--- src/rtl/spi_lcd_rx.sv ---
// SPI receive front end for an ST7789-style display command stream.
// Oversamples SCLK/CS/MOSI/DC in i_clk, decodes CASET/RASET/RAMWR/RAMWRC and emits addressed pixels.
module spi_lcd_rx #(
    parameter int PIX_BITS    = 16,
    parameter int H_RES       = 480,
    parameter int V_RES       = 272,
    parameter int SYNC_STAGES = 2,
    localparam int XW = $clog2(H_RES),
    localparam int YW = $clog2(V_RES)
) (
    input  logic                i_clk,
    input  logic                i_rst_n,
    input  logic                i_spi_clk,
    input  logic                i_spi_cs,
    input  logic                i_spi_mosi,
    input  logic                i_spi_dc,
    output logic [PIX_BITS-1:0] o_pixel_data,
    output logic [XW-1:0]       o_pixel_x,
    output logic [YW-1:0]       o_pixel_y,
    output logic                o_pixel_en_pls,
    output logic                o_vsync_pls
);
    localparam logic [1:0]  ST_IDLE   = 2'd0;
    localparam logic [1:0]  ST_CASET  = 2'd1;
    localparam logic [1:0]  ST_RASET  = 2'd2;
    localparam logic [1:0]  ST_PIXEL  = 2'd3;
    localparam logic [1:0]  LAST_IDX  = (PIX_BITS == 16) ? 2'd1 : 2'd2;
    localparam logic [15:0] X_MAX     = 16'(H_RES - 1);
    localparam logic [15:0] Y_MAX     = 16'(V_RES - 1);

    logic [SYNC_STAGES-1:0] r_sclk_sync, r_cs_sync, r_mosi_sync, r_dc_sync;
    logic                   r_sclk_hist, r_cs_hist;
    logic [6:0]             r_shift;
    logic [2:0]             r_bit_cnt;
    logic [1:0]             r_state, r_byte_idx;
    logic [23:0]            r_par;
    logic [XW-1:0]          r_xs, r_xe, r_x;
    logic [YW-1:0]          r_ys, r_ye, r_y;

    logic                   w_sclk, w_cs, w_mosi, w_dc, w_rise, w_byte_done;
    logic [7:0]             w_byte;
    logic [15:0]            w_lim, w_start, w_end, w_s_clamp, w_e_clamp, w_e_fix;
    logic [PIX_BITS-1:0]    w_pix;
    logic [XW-1:0]          w_x_next;
    logic [YW-1:0]          w_y_next;

    assign w_sclk      = r_sclk_sync[SYNC_STAGES-1];
    assign w_cs        = r_cs_sync[SYNC_STAGES-1];
    assign w_mosi      = r_mosi_sync[SYNC_STAGES-1];
    assign w_dc        = r_dc_sync[SYNC_STAGES-1];
    // Gating on the CS history lets a byte finish in the cycle CS is seen rising.
    assign w_rise      = w_sclk & ~r_sclk_hist & ~r_cs_hist;
    assign w_byte_done = w_rise & (r_bit_cnt == 3'd7);
    assign w_byte      = {r_shift, w_mosi};

    // Synchronisers and history flops for the SPI pins; CS idles inactive.
    always_ff @(posedge i_clk or negedge i_rst_n) begin
        if (!i_rst_n) begin
            r_sclk_sync <= '0;
            r_cs_sync   <= '1;
            r_mosi_sync <= '0;
            r_dc_sync   <= '0;
            r_sclk_hist <= 1'b0;
            r_cs_hist   <= 1'b1;
        end else begin
            r_sclk_sync <= {r_sclk_sync[SYNC_STAGES-2:0], i_spi_clk};
            r_cs_sync   <= {r_cs_sync[SYNC_STAGES-2:0], i_spi_cs};
            r_mosi_sync <= {r_mosi_sync[SYNC_STAGES-2:0], i_spi_mosi};
            r_dc_sync   <= {r_dc_sync[SYNC_STAGES-2:0], i_spi_dc};
            r_sclk_hist <= w_sclk;
            r_cs_hist   <= w_cs;
        end
    end

    // Bit shifter and bit counter; CS high drops any partial byte.
    always_ff @(posedge i_clk or negedge i_rst_n) begin
        if (!i_rst_n) begin
            r_shift   <= 7'd0;
            r_bit_cnt <= 3'd0;
        end else if (w_rise) begin
            r_shift   <= w_byte[6:0];
            r_bit_cnt <= r_bit_cnt + 3'd1;
        end else if (w_cs) begin
            r_shift   <= 7'd0;
            r_bit_cnt <= 3'd0;
        end
    end

    // Window parameter clamping and pixel packing from the collected bytes.
    always_comb begin
        w_lim     = (r_state == ST_CASET) ? X_MAX : Y_MAX;
        w_start   = r_par[23:8];
        w_end     = {r_par[7:0], w_byte};
        w_s_clamp = (w_start > w_lim) ? w_lim : w_start;
        w_e_clamp = (w_end > w_lim) ? w_lim : w_end;
        w_e_fix   = (w_s_clamp > w_e_clamp) ? w_s_clamp : w_e_clamp;
        case (PIX_BITS)
            16:      w_pix = PIX_BITS'({r_par[7:0], w_byte});
            18:      w_pix = PIX_BITS'({r_par[15:10], r_par[7:2], w_byte[7:2]});
            default: w_pix = PIX_BITS'({r_par[15:0], w_byte});
        endcase
        if (r_x == r_xe) begin
            w_x_next = r_xs;
            w_y_next = (r_y == r_ye) ? r_ys : r_y + YW'(1);
        end else begin
            w_x_next = r_x + XW'(1);
            w_y_next = r_y;
        end
    end

    // Command decoder, window/position tracking and registered pixel outputs.
    always_ff @(posedge i_clk or negedge i_rst_n) begin
        if (!i_rst_n) begin
            r_state        <= ST_IDLE;
            r_byte_idx     <= 2'd0;
            r_par          <= 24'd0;
            r_xs           <= XW'(0);
            r_xe           <= XW'(H_RES - 1);
            r_ys           <= YW'(0);
            r_ye           <= YW'(V_RES - 1);
            r_x            <= XW'(0);
            r_y            <= YW'(0);
            o_pixel_data   <= '0;
            o_pixel_x      <= '0;
            o_pixel_y      <= '0;
            o_pixel_en_pls <= 1'b0;
            o_vsync_pls    <= 1'b0;
        end else begin
            o_pixel_en_pls <= 1'b0;
            o_vsync_pls    <= 1'b0;
            if (w_byte_done && !w_dc) begin
                r_byte_idx <= 2'd0;
                r_par      <= 24'd0;
                case (w_byte)
                    8'h2A:   r_state <= ST_CASET;
                    8'h2B:   r_state <= ST_RASET;
                    8'h2C: begin
                        r_x         <= r_xs;
                        r_y         <= r_ys;
                        o_vsync_pls <= 1'b1;
                        r_state     <= ST_PIXEL;
                    end
                    8'h3C:   r_state <= ST_PIXEL;
                    default: r_state <= ST_IDLE;
                endcase
            end else if (w_byte_done) begin
                case (r_state)
                    ST_CASET, ST_RASET: begin
                        if (r_byte_idx == 2'd3) begin
                            if (r_state == ST_CASET) begin
                                r_xs <= XW'(w_s_clamp);
                                r_xe <= XW'(w_e_fix);
                            end else begin
                                r_ys <= YW'(w_s_clamp);
                                r_ye <= YW'(w_e_fix);
                            end
                            r_byte_idx <= 2'd0;
                            r_state    <= ST_IDLE;
                        end else begin
                            r_par      <= {r_par[15:0], w_byte};
                            r_byte_idx <= r_byte_idx + 2'd1;
                        end
                    end
                    ST_PIXEL: begin
                        if (r_byte_idx == LAST_IDX) begin
                            o_pixel_data   <= w_pix;
                            o_pixel_x      <= r_x;
                            o_pixel_y      <= r_y;
                            o_pixel_en_pls <= 1'b1;
                            r_x            <= w_x_next;
                            r_y            <= w_y_next;
                            r_byte_idx     <= 2'd0;
                        end else begin
                            r_par      <= {r_par[15:0], w_byte};
                            r_byte_idx <= r_byte_idx + 2'd1;
                        end
                    end
                    default: r_byte_idx <= 2'd0;
                endcase
            end
        end
    end
endmodule

--- config.mk ---
export PLATFORM = sky130hd
export DESIGN_NAME = spi_lcd_rx
export DESIGN_NICKNAME = d
export VERILOG_FILES = /design/src/rtl/spi_lcd_rx.sv
export SDC_FILE = /design/constraint.sdc
export NUM_CORES = 1
export LEC_CHECK = 0
export BUFFER_PORTS_ARGS = -buffer_cell sky130_fd_sc_hd__buf_2
export CORE_MARGIN = 10
export CORE_UTILIZATION = 30
export CTS_BUF_LIST = sky130_fd_sc_hd__clkbuf_2
export DETAILED_ROUTE_END_ITERATION = 8
export PLACE_DENSITY_LB_ADDON = 0.12
export SLEW_MARGIN = 10
export SYNTH_ARGS = -nofsm -noshare
export SYNTH_HDL_FRONTEND = slang
export SYNTH_SLANG_ARGS = --single-unit
--- constraint.sdc ---
create_clock -name i_clk -period 4 [get_ports i_clk]
set_input_delay 0.6 -clock i_clk [delete_from_list [all_inputs] [get_ports i_clk]]
set_output_delay 0.6 -clock i_clk [all_outputs]
set_load 0.02 [all_outputs]
# After elaboration in Yosys (flattened, before gate mapping)
# Cells that the tools add are included.
[op_classes]
add_sub_neg = 4
order_cmp = 3
eq_ne = 15
n_mux = 42
bitwise_logic = 7
n_reduce_logical = 19
[ops]
columns = ["op", "n"]
rows = [
  ["$mux W9", 14],
  ["$mux W24", 4],
  ["$pmux W24 S2", 1],
  ["$eq A8 B6 Y1 const B", 4],
  ["$gt A16 B9 Y1", 2],
  ["$mux W16", 2],
  ["$add A9 B1 Y9 const B", 2],
  ["$eq A9 B9 Y1", 2],
  ["$gt A16 B16 Y1", 1],
  ["$mux W2", 8],
  ["$reduce_and A5 Y1", 3],
  ["$mux W7", 2],
  ["$reduce_bool A2 Y1", 7],
  ["$reduce_and A4 Y1", 3],
  ["$mux W8", 1],
  ["$eq A2 B2 Y1 const B", 3],
  ["$mux W1", 6],
  ["$mux W3", 2],
  ["$ne A3 B3 Y1 const B", 2],
  ["$pmux W2 S3", 1],
  ["$eq A2 B1 Y1 const B", 2],
  ["$not A1 Y1", 4],
  ["$pmux W2 S2", 1],
  ["$reduce_or A2 Y1", 2],
  ["9 further kinds", 11],
]
[word_totals]
register_bits = 138
out_inout_bits = 36

# Logic depth before layout (Yosys ltp)
[depth]
word_depth = 7
depth_mapped = 19

# Worst setup path after synthesis
# Ideal clock, no wire load.
[synth_path]
path_type = "register to register"
start = "reg r_state[1]"
end = "reg r_ye[0]"
arrival_time_ps = 4117
setup_slack_ps = -199
stages_incl_launch_ff = 19
path_buffers = 3
period_less_slack_ps = 4199
cell_sequence = "dfrtp_1 > inv_1 > ha_1 > clkbuf_1 > inv_1 > ha_1 > nand2_1 > or4b_1 > a31o_2 > clkbuf_1 > mux2_2 > ha_1 > a21oi_1 > o21ai_0 > a221o_1 > o31a_1 > buf_2 > mux2i_1 > mux2_2"
[synth_via]
elab_chain_len = 6
word_cells_on_any_way = 12
[synth_rtl]
columns = ["element", "line", "rtl"]
rows = [
  ["start: declaration", "35", "logic [1:0] r_state, r_byte_idx;"],
  ["start signal: assignment", "114", "r_state <= ST_IDLE;"],
  ["start signal: assignment", "135", "8'h2A: r_state <= ST_CASET;"],
  ["start signal: assignment", "136", "8'h2B: r_state <= ST_RASET;"],
  ["$eq A2 B1 Y1 *", "91", "w_lim = (r_state == ST_CASET) ? X_MAX : Y_MAX;"],
  ["$mux W8 *", "91", ""],
  ["$gt A16 B9 Y1", "94", "w_s_clamp = (w_start > w_lim) ? w_lim : w_start;"],
  ["$mux W16 *", "94", ""],
  ["named net w_s_clamp[7]", "42", "logic [15:0] w_lim, w_start, w_end, w_s_clamp, w_e_clamp, w_e_fix;"],
  ["$gt A16 B16 Y1 *", "96", "w_e_fix = (w_s_clamp > w_e_clamp) ? w_s_clamp : w_e_clamp;"],
  ["$mux W9 *", "96", ""],
  ["end signal: assignment", "120", "r_ye <= YW'(V_RES - 1);"],
  ["end signal: assignment", "155", "r_ye <= YW'(w_e_fix);"],
  ["end: declaration", "38", "logic [YW-1:0] r_ys, r_ye, r_y;"],
]
# The timed path passes the listed nets; every way through them passes the cells marked *.
# A chain may end at the register's enable or synchronous reset.

# Worst setup path in the final report
[layout_path]
start = "reg r_state[1]"
end = "reg r_ye[8]"
# Same word-level chain as after synthesis.

==> impl_table.tex <==
\begin{tabular}{lr}
\hline
Metric & Value \\
\hline
\multicolumn{2}{l}{\textbf{STA}} \\
\quad Final number of hold-violating endpoints & 0 \\
\quad Worst-margin pin slew & 0.966 ns \\
\quad Post-route minimum period & 3.87 ns \\
\quad Number of setup violations in the final report & 0 \\
\quad Slack of the critical path & 0.128 ns \\
\quad Highest Clock Rate & 0.258 GHz \\
\quad Largest clock skew in the final design & 0.0451 ns \\
\quad Final cycle utilization of the critical path & 96.8\% \\
\quad Pins Over Slew Limit & 0 \\
\quad Max-slew headroom & 35.5\% \\
\multicolumn{2}{l}{\textbf{Worst setup path}} \\
\quad Register-to-Register Setup Slack & 0.13 ns \\
\quad Count of buffering cells on the critical path with inverters included & 2 \\
\quad Worst-path cell chain & inv\_2 -> ha\_4 -> inv\_4 -> ha\_1 -> nand2\_1 -> or4b\_4 -> a31o\_4 -> mux2\_2 -> ha\_4 -> a21oi\_1 -> o21ai\_1 -> a221o\_1 -> o31a\_4 -> mux2i\_2 -> mux2\_2 \\
\quad Cell depth of the worst flop-to-flop path & 15 \\
\quad Crit path largest cell delay & 0.48 ns \\
\quad Setup Crit Path Kind & flop to flop \\
\quad Largest fanout of any net on the critical path & 7 \\
\quad Worst setup EP type & flop \\
\quad Required arrival time at the worst endpoint & 4.65 ns \\
\quad Reg-to-Reg Start & r\_state[1]\$\_DFFE\_PN0P\_ \\
\quad CP Data Arrival Time & 4.52 ns \\
\quad Kind of cell adding the most delay to the critical path & compound AO/OA/AOI/OAI gates \\
\quad Worst setup SP type & flop \\
\quad FF-to-FF End & r\_ye[8]\$\_DFFE\_PN1P\_ \\
\quad Library cell contributing the largest single delay on the critical path & sky130\_fd\_sc\_hd\_\_or4b\_4 \\
\multicolumn{2}{l}{\textbf{Floorplanning}} \\
\quad Initial Utilization & 30.6\% \\
\quad Core Region & 0.0220 mm\^{}2 \\
\quad Die width & 170 um \\
\quad Die Span Y & 170 um \\
\quad Number of core rows & 54 \\
\quad Area of the die & 0.0288 mm\^{}2 \\
\quad Number of ports placed on the die boundary & 42 \\
\multicolumn{2}{l}{\textbf{Logic synthesis}} \\
\quad Number of register bits inferred by synthesis & 138 \\
\quad Most common cell in the netlist & sky130\_fd\_sc\_hd\_\_nand2\_1 \\
\quad Mapped Cells & 695 \\
\quad Count of cell types in the netlist & 54 \\
\quad Leading post-synthesis cells by instance count & sky130\_fd\_sc\_hd\_\_nand2\_1, sky130\_fd\_sc\_hd\_\_dfrtp\_1, sky130\_fd\_sc\_hd\_\_o21ai\_0 \\
\quad Largest cells by area after synthesis & sky130\_fd\_sc\_hd\_\_dfrtp\_1, sky130\_fd\_sc\_hd\_\_nand2\_1, sky130\_fd\_sc\_hd\_\_dfstp\_2 \\
\quad Average cell area after synthesis & 9.68 um\^{}2 \\
\quad Share of the synthesized area in the top cell type & 45.4\% \\
\quad Cell area after technology mapping & 0.00673 mm\^{}2 \\
\quad Cell taking the most area after synthesis & sky130\_fd\_sc\_hd\_\_dfrtp\_1 \\
\quad Sequential area share after synthesis & 51.6\% \\
\quad Post-synth EDFFs & 0 \\
\quad Most frequently used flop master after synthesis & sky130\_fd\_sc\_hd\_\_dfrtp\_1 \\
\quad Warnings, synthesis & 0 \\
\quad Share of synthesized flip-flops with an asynchronous set or reset & 100\% \\
\multicolumn{2}{l}{\textbf{Drt}} \\
\quad Routed wl met3 & 596 um \\
\quad Final routed wirelength across all metal layers & 18,000 um \\
\quad Wire length on met1 & 8890 um \\
\quad Count of vias placed by the detailed router & 5,149 \\
\quad Count of TritonRoute iterations in the first routing pass & 5 \\
\quad Final routed wire length divided by cell count & 16.9 um \\
\quad Wire length on met2 & 8280 um \\
\quad Iteration-0 DRC count of the detailed router & 296 \\
\quad Via density per instance & 4.82 \\
\quad Uppermost signal routing layer after detailed routing & met4 \\
\quad Number of routed nets with antenna violations & 0 \\
\quad DRC Markers & 0 \\
\multicolumn{2}{l}{\textbf{Hold path}} \\
\quad Hold\_sp & r\_mosi\_sync[0]\$\_DFF\_PN0\_ \\
\quad End point of the most critical hold path & r\_mosi\_sync[1]\$\_DFF\_PN0\_ \\
\quad Classification of the worst-slack hold path & flop to flop \\
\quad Number of cells traversed by the worst hold path & 0 \\
\multicolumn{2}{l}{\textbf{Power and ir drop}} \\
\quad Switching share of power & 25.2\% \\
\quad Internal & 0.00179 W \\
\quad Reported net switching power & 0.000603 W \\
\quad Fraction of power consumed by combinational cells & 3.9\% \\
\quad Power density over the cells & 304 mW/mm\^{}2 \\
\quad Relative contribution of sequential cells to total power & 59.1\% \\
\quad Static leakage & 3.94 nW \\
\quad Worst IR drop on VDD & 0.129 mV \\
\quad Relative contribution of the clock network to total power & 37.0\% \\
\multicolumn{2}{l}{\textbf{Global routing}} \\
\quad Maximum number of pins on one net before global-route repair & 59 \\
\quad Number of global-route vias before repair & 5,351 \\
\quad Total congestion overflow after global routing & 0 \\
\quad Global-route wire length before repair & 29,200 um \\
\quad Antenna violations before repair & 1 \\
\quad GRT Total Usage & 12.9\% \\
\multicolumn{2}{l}{\textbf{CTS}} \\
\quad Clock slew at the register clock pins of the worst setup and hold paths & 0.24 ns \\
\quad CTS max path bufs & 2 \\
\quad Clk sink count & 138 \\
\quad Source-to-sink clock delay at the later pin of the worst-skew pair & 0.72 ns \\
\quad Clock tree from TritonCTS & yes \\
\quad Clock root buffer & sky130\_fd\_sc\_hd\_\_clkbuf\_2 \\
\quad Clock H-tree levels & 4 \\
\quad Clock buffers created by TritonCTS & 17 \\
\multicolumn{2}{l}{\textbf{Placed design}} \\
\quad RePlAce Congestion & 0.842 \\
\quad Number of buffers added on ports & 41 \\
\quad Final HPWL DP & 12,900 um \\
\quad Pre-CTS setup slack & -0.154 ns \\
\multicolumn{2}{l}{\textbf{Cells and area}} \\
\quad Share of cells above drive strength 1 & 21.0\% \\
\quad Final layout net count & 812 \\
\quad Area growth from synthesis to layout & 16.8\% \\
\quad Final core area utilization & 35.8\% \\
\multicolumn{2}{l}{\textbf{Run status}} \\
\quad Run status & completed \\
\multicolumn{2}{l}{\textbf{Flow run}} \\
\quad Reported max-cap violation count & 0 \\
\hline
\end{tabular}
## routing by layer
layer / track usage [%] / vias up
met5: 0 / -
met4: 3.47 / 0
met3: 3.07 / 18
met2: 20.5 / 84
met1: 17.1 / 2525
li1: - / 2522
## area by class of cell
| type | count | area [um^2] |
|---|---|---|
| antenna | 1 | 2.50 |
| sequential | 138 | 3470 |
| multi-input combinational | 516 | 3190 |
| timing repair buffer | 79 | 509 |
| inverter | 22 | 85.1 |
| clock inverter | 13 | 153 |
| fill | 2240 | 14100 |
| tap | 280 | 350 |
| clock buffer | 19 | 95.1 |
## worst max-delay path by stage
stage / start / end / slack [ns] / cells after the start
floorplan: r_state[1]$_DFFE_PN0P_ / r_ye[0]$_DFFE_PN1P_ / 0.009 / 18
global placement: r_state[1]$_DFFE_PN0P_ / r_ye[0]$_DFFE_PN1P_ / -0.01 / 15
detailed placement: r_state[1]$_DFFE_PN0P_ / r_ye[5]$_DFFE_PN0P_ / -0.15 / 15
CTS: r_state[1]$_DFFE_PN0P_ / r_ye[8]$_DFFE_PN1P_ / 0.006 / 15
global route: r_state[1]$_DFFE_PN0P_ / r_xe[8]$_DFFE_PN1P_ / -0.04 / 16
finish: r_state[1]$_DFFE_PN0P_ / r_ye[8]$_DFFE_PN1P_ / 0.13 / 15
## placed cells by master (no fill, tap or decap), drive strengths merged, types with 5 or more instances in the layout
cell type / instances
conb: 14
a21oi: 33
nor2: 47
xor2: 9
buf: 74
dlygate4sd3: 5
ha: 32
nor3: 8
nand3: 17
nand2: 169
nor4: 8
a22o: 12
nand4: 6
mux2: 21
xnor2: 9
nor2b: 5
clkbuf: 19
nand2b: 11
o21ai: 48
dfrtp: 122
mux2i: 24
inv: 21
dfstp: 16
clkinv: 9
## stage by stage
step	power, W	TNS, ns	hold WS, ns	std cells	area [um^2]
2_1_floorplan	0.00147	0	0.304	707	6780
3_5_place_dp	0.00152	-1.91	0.340	1026	7430
4_1_cts	0.00242	0	0.350	1063	7740
3_3_place_gp	0.00152	-0.0933	0.334	1026	7430
6_report	0.00239	0	0.374	1068	7860
5_1_grt	0.00250	-0.321	0.360	1068	7860
## power groups by stage
stage	Combinational, W	Sequential [W]	Clock [W]
finish	0.0000927	0.00141	0.000883
global route	0.000106	0.00141	0.000979
CTS	0.0000872	0.00141	0.000923
detailed placement	0.0000818	0.00144	0
global placement	0.0000806	0.00144	0
floorplan	0.0000414	0.00143	0
## flip-flops by register name, indices dropped and copies added, names as in the netlist, 2 cells and up
signal        count
r_y               9
r_byte_idx        2
r_cs_sync         2
r_dc_sync         2
r_xe              9
r_sclk_sync       2
o_pixel_x         9
r_xs              9
r_ys              9
r_mosi_sync       2
o_pixel_y         9
r_ye              9
r_par            24
r_x               9
r_bit_cnt         3
o_pixel_data     16
r_state           2
r_shift           7
## what timing repair did
action / CTS / global route
setup buffers: 0 / 3
resized for setup: 2 / 20
pin swaps: 0 / 6
endpoints found under the setup margin: 18 / 18
hold buffers: 5 / 0
endpoints found under the hold margin: 60 / 0
cloned: 0 / 1
## kinds of logic (layout without fill, tap and decap cells)
logic type,after synthesis,after routing,share of synthesized area (%)
buf+inv,54,133,3.27
compound gates,117,118,10.6
simple gates,289,289,19.0
mux,45,45,7.09
xor+xnor,18,18,2.34
fa+ha+maj,32,32,5.95
other cells,2,15,0.112
flops,138,138,51.6
(Power assumes the default switching activity.)
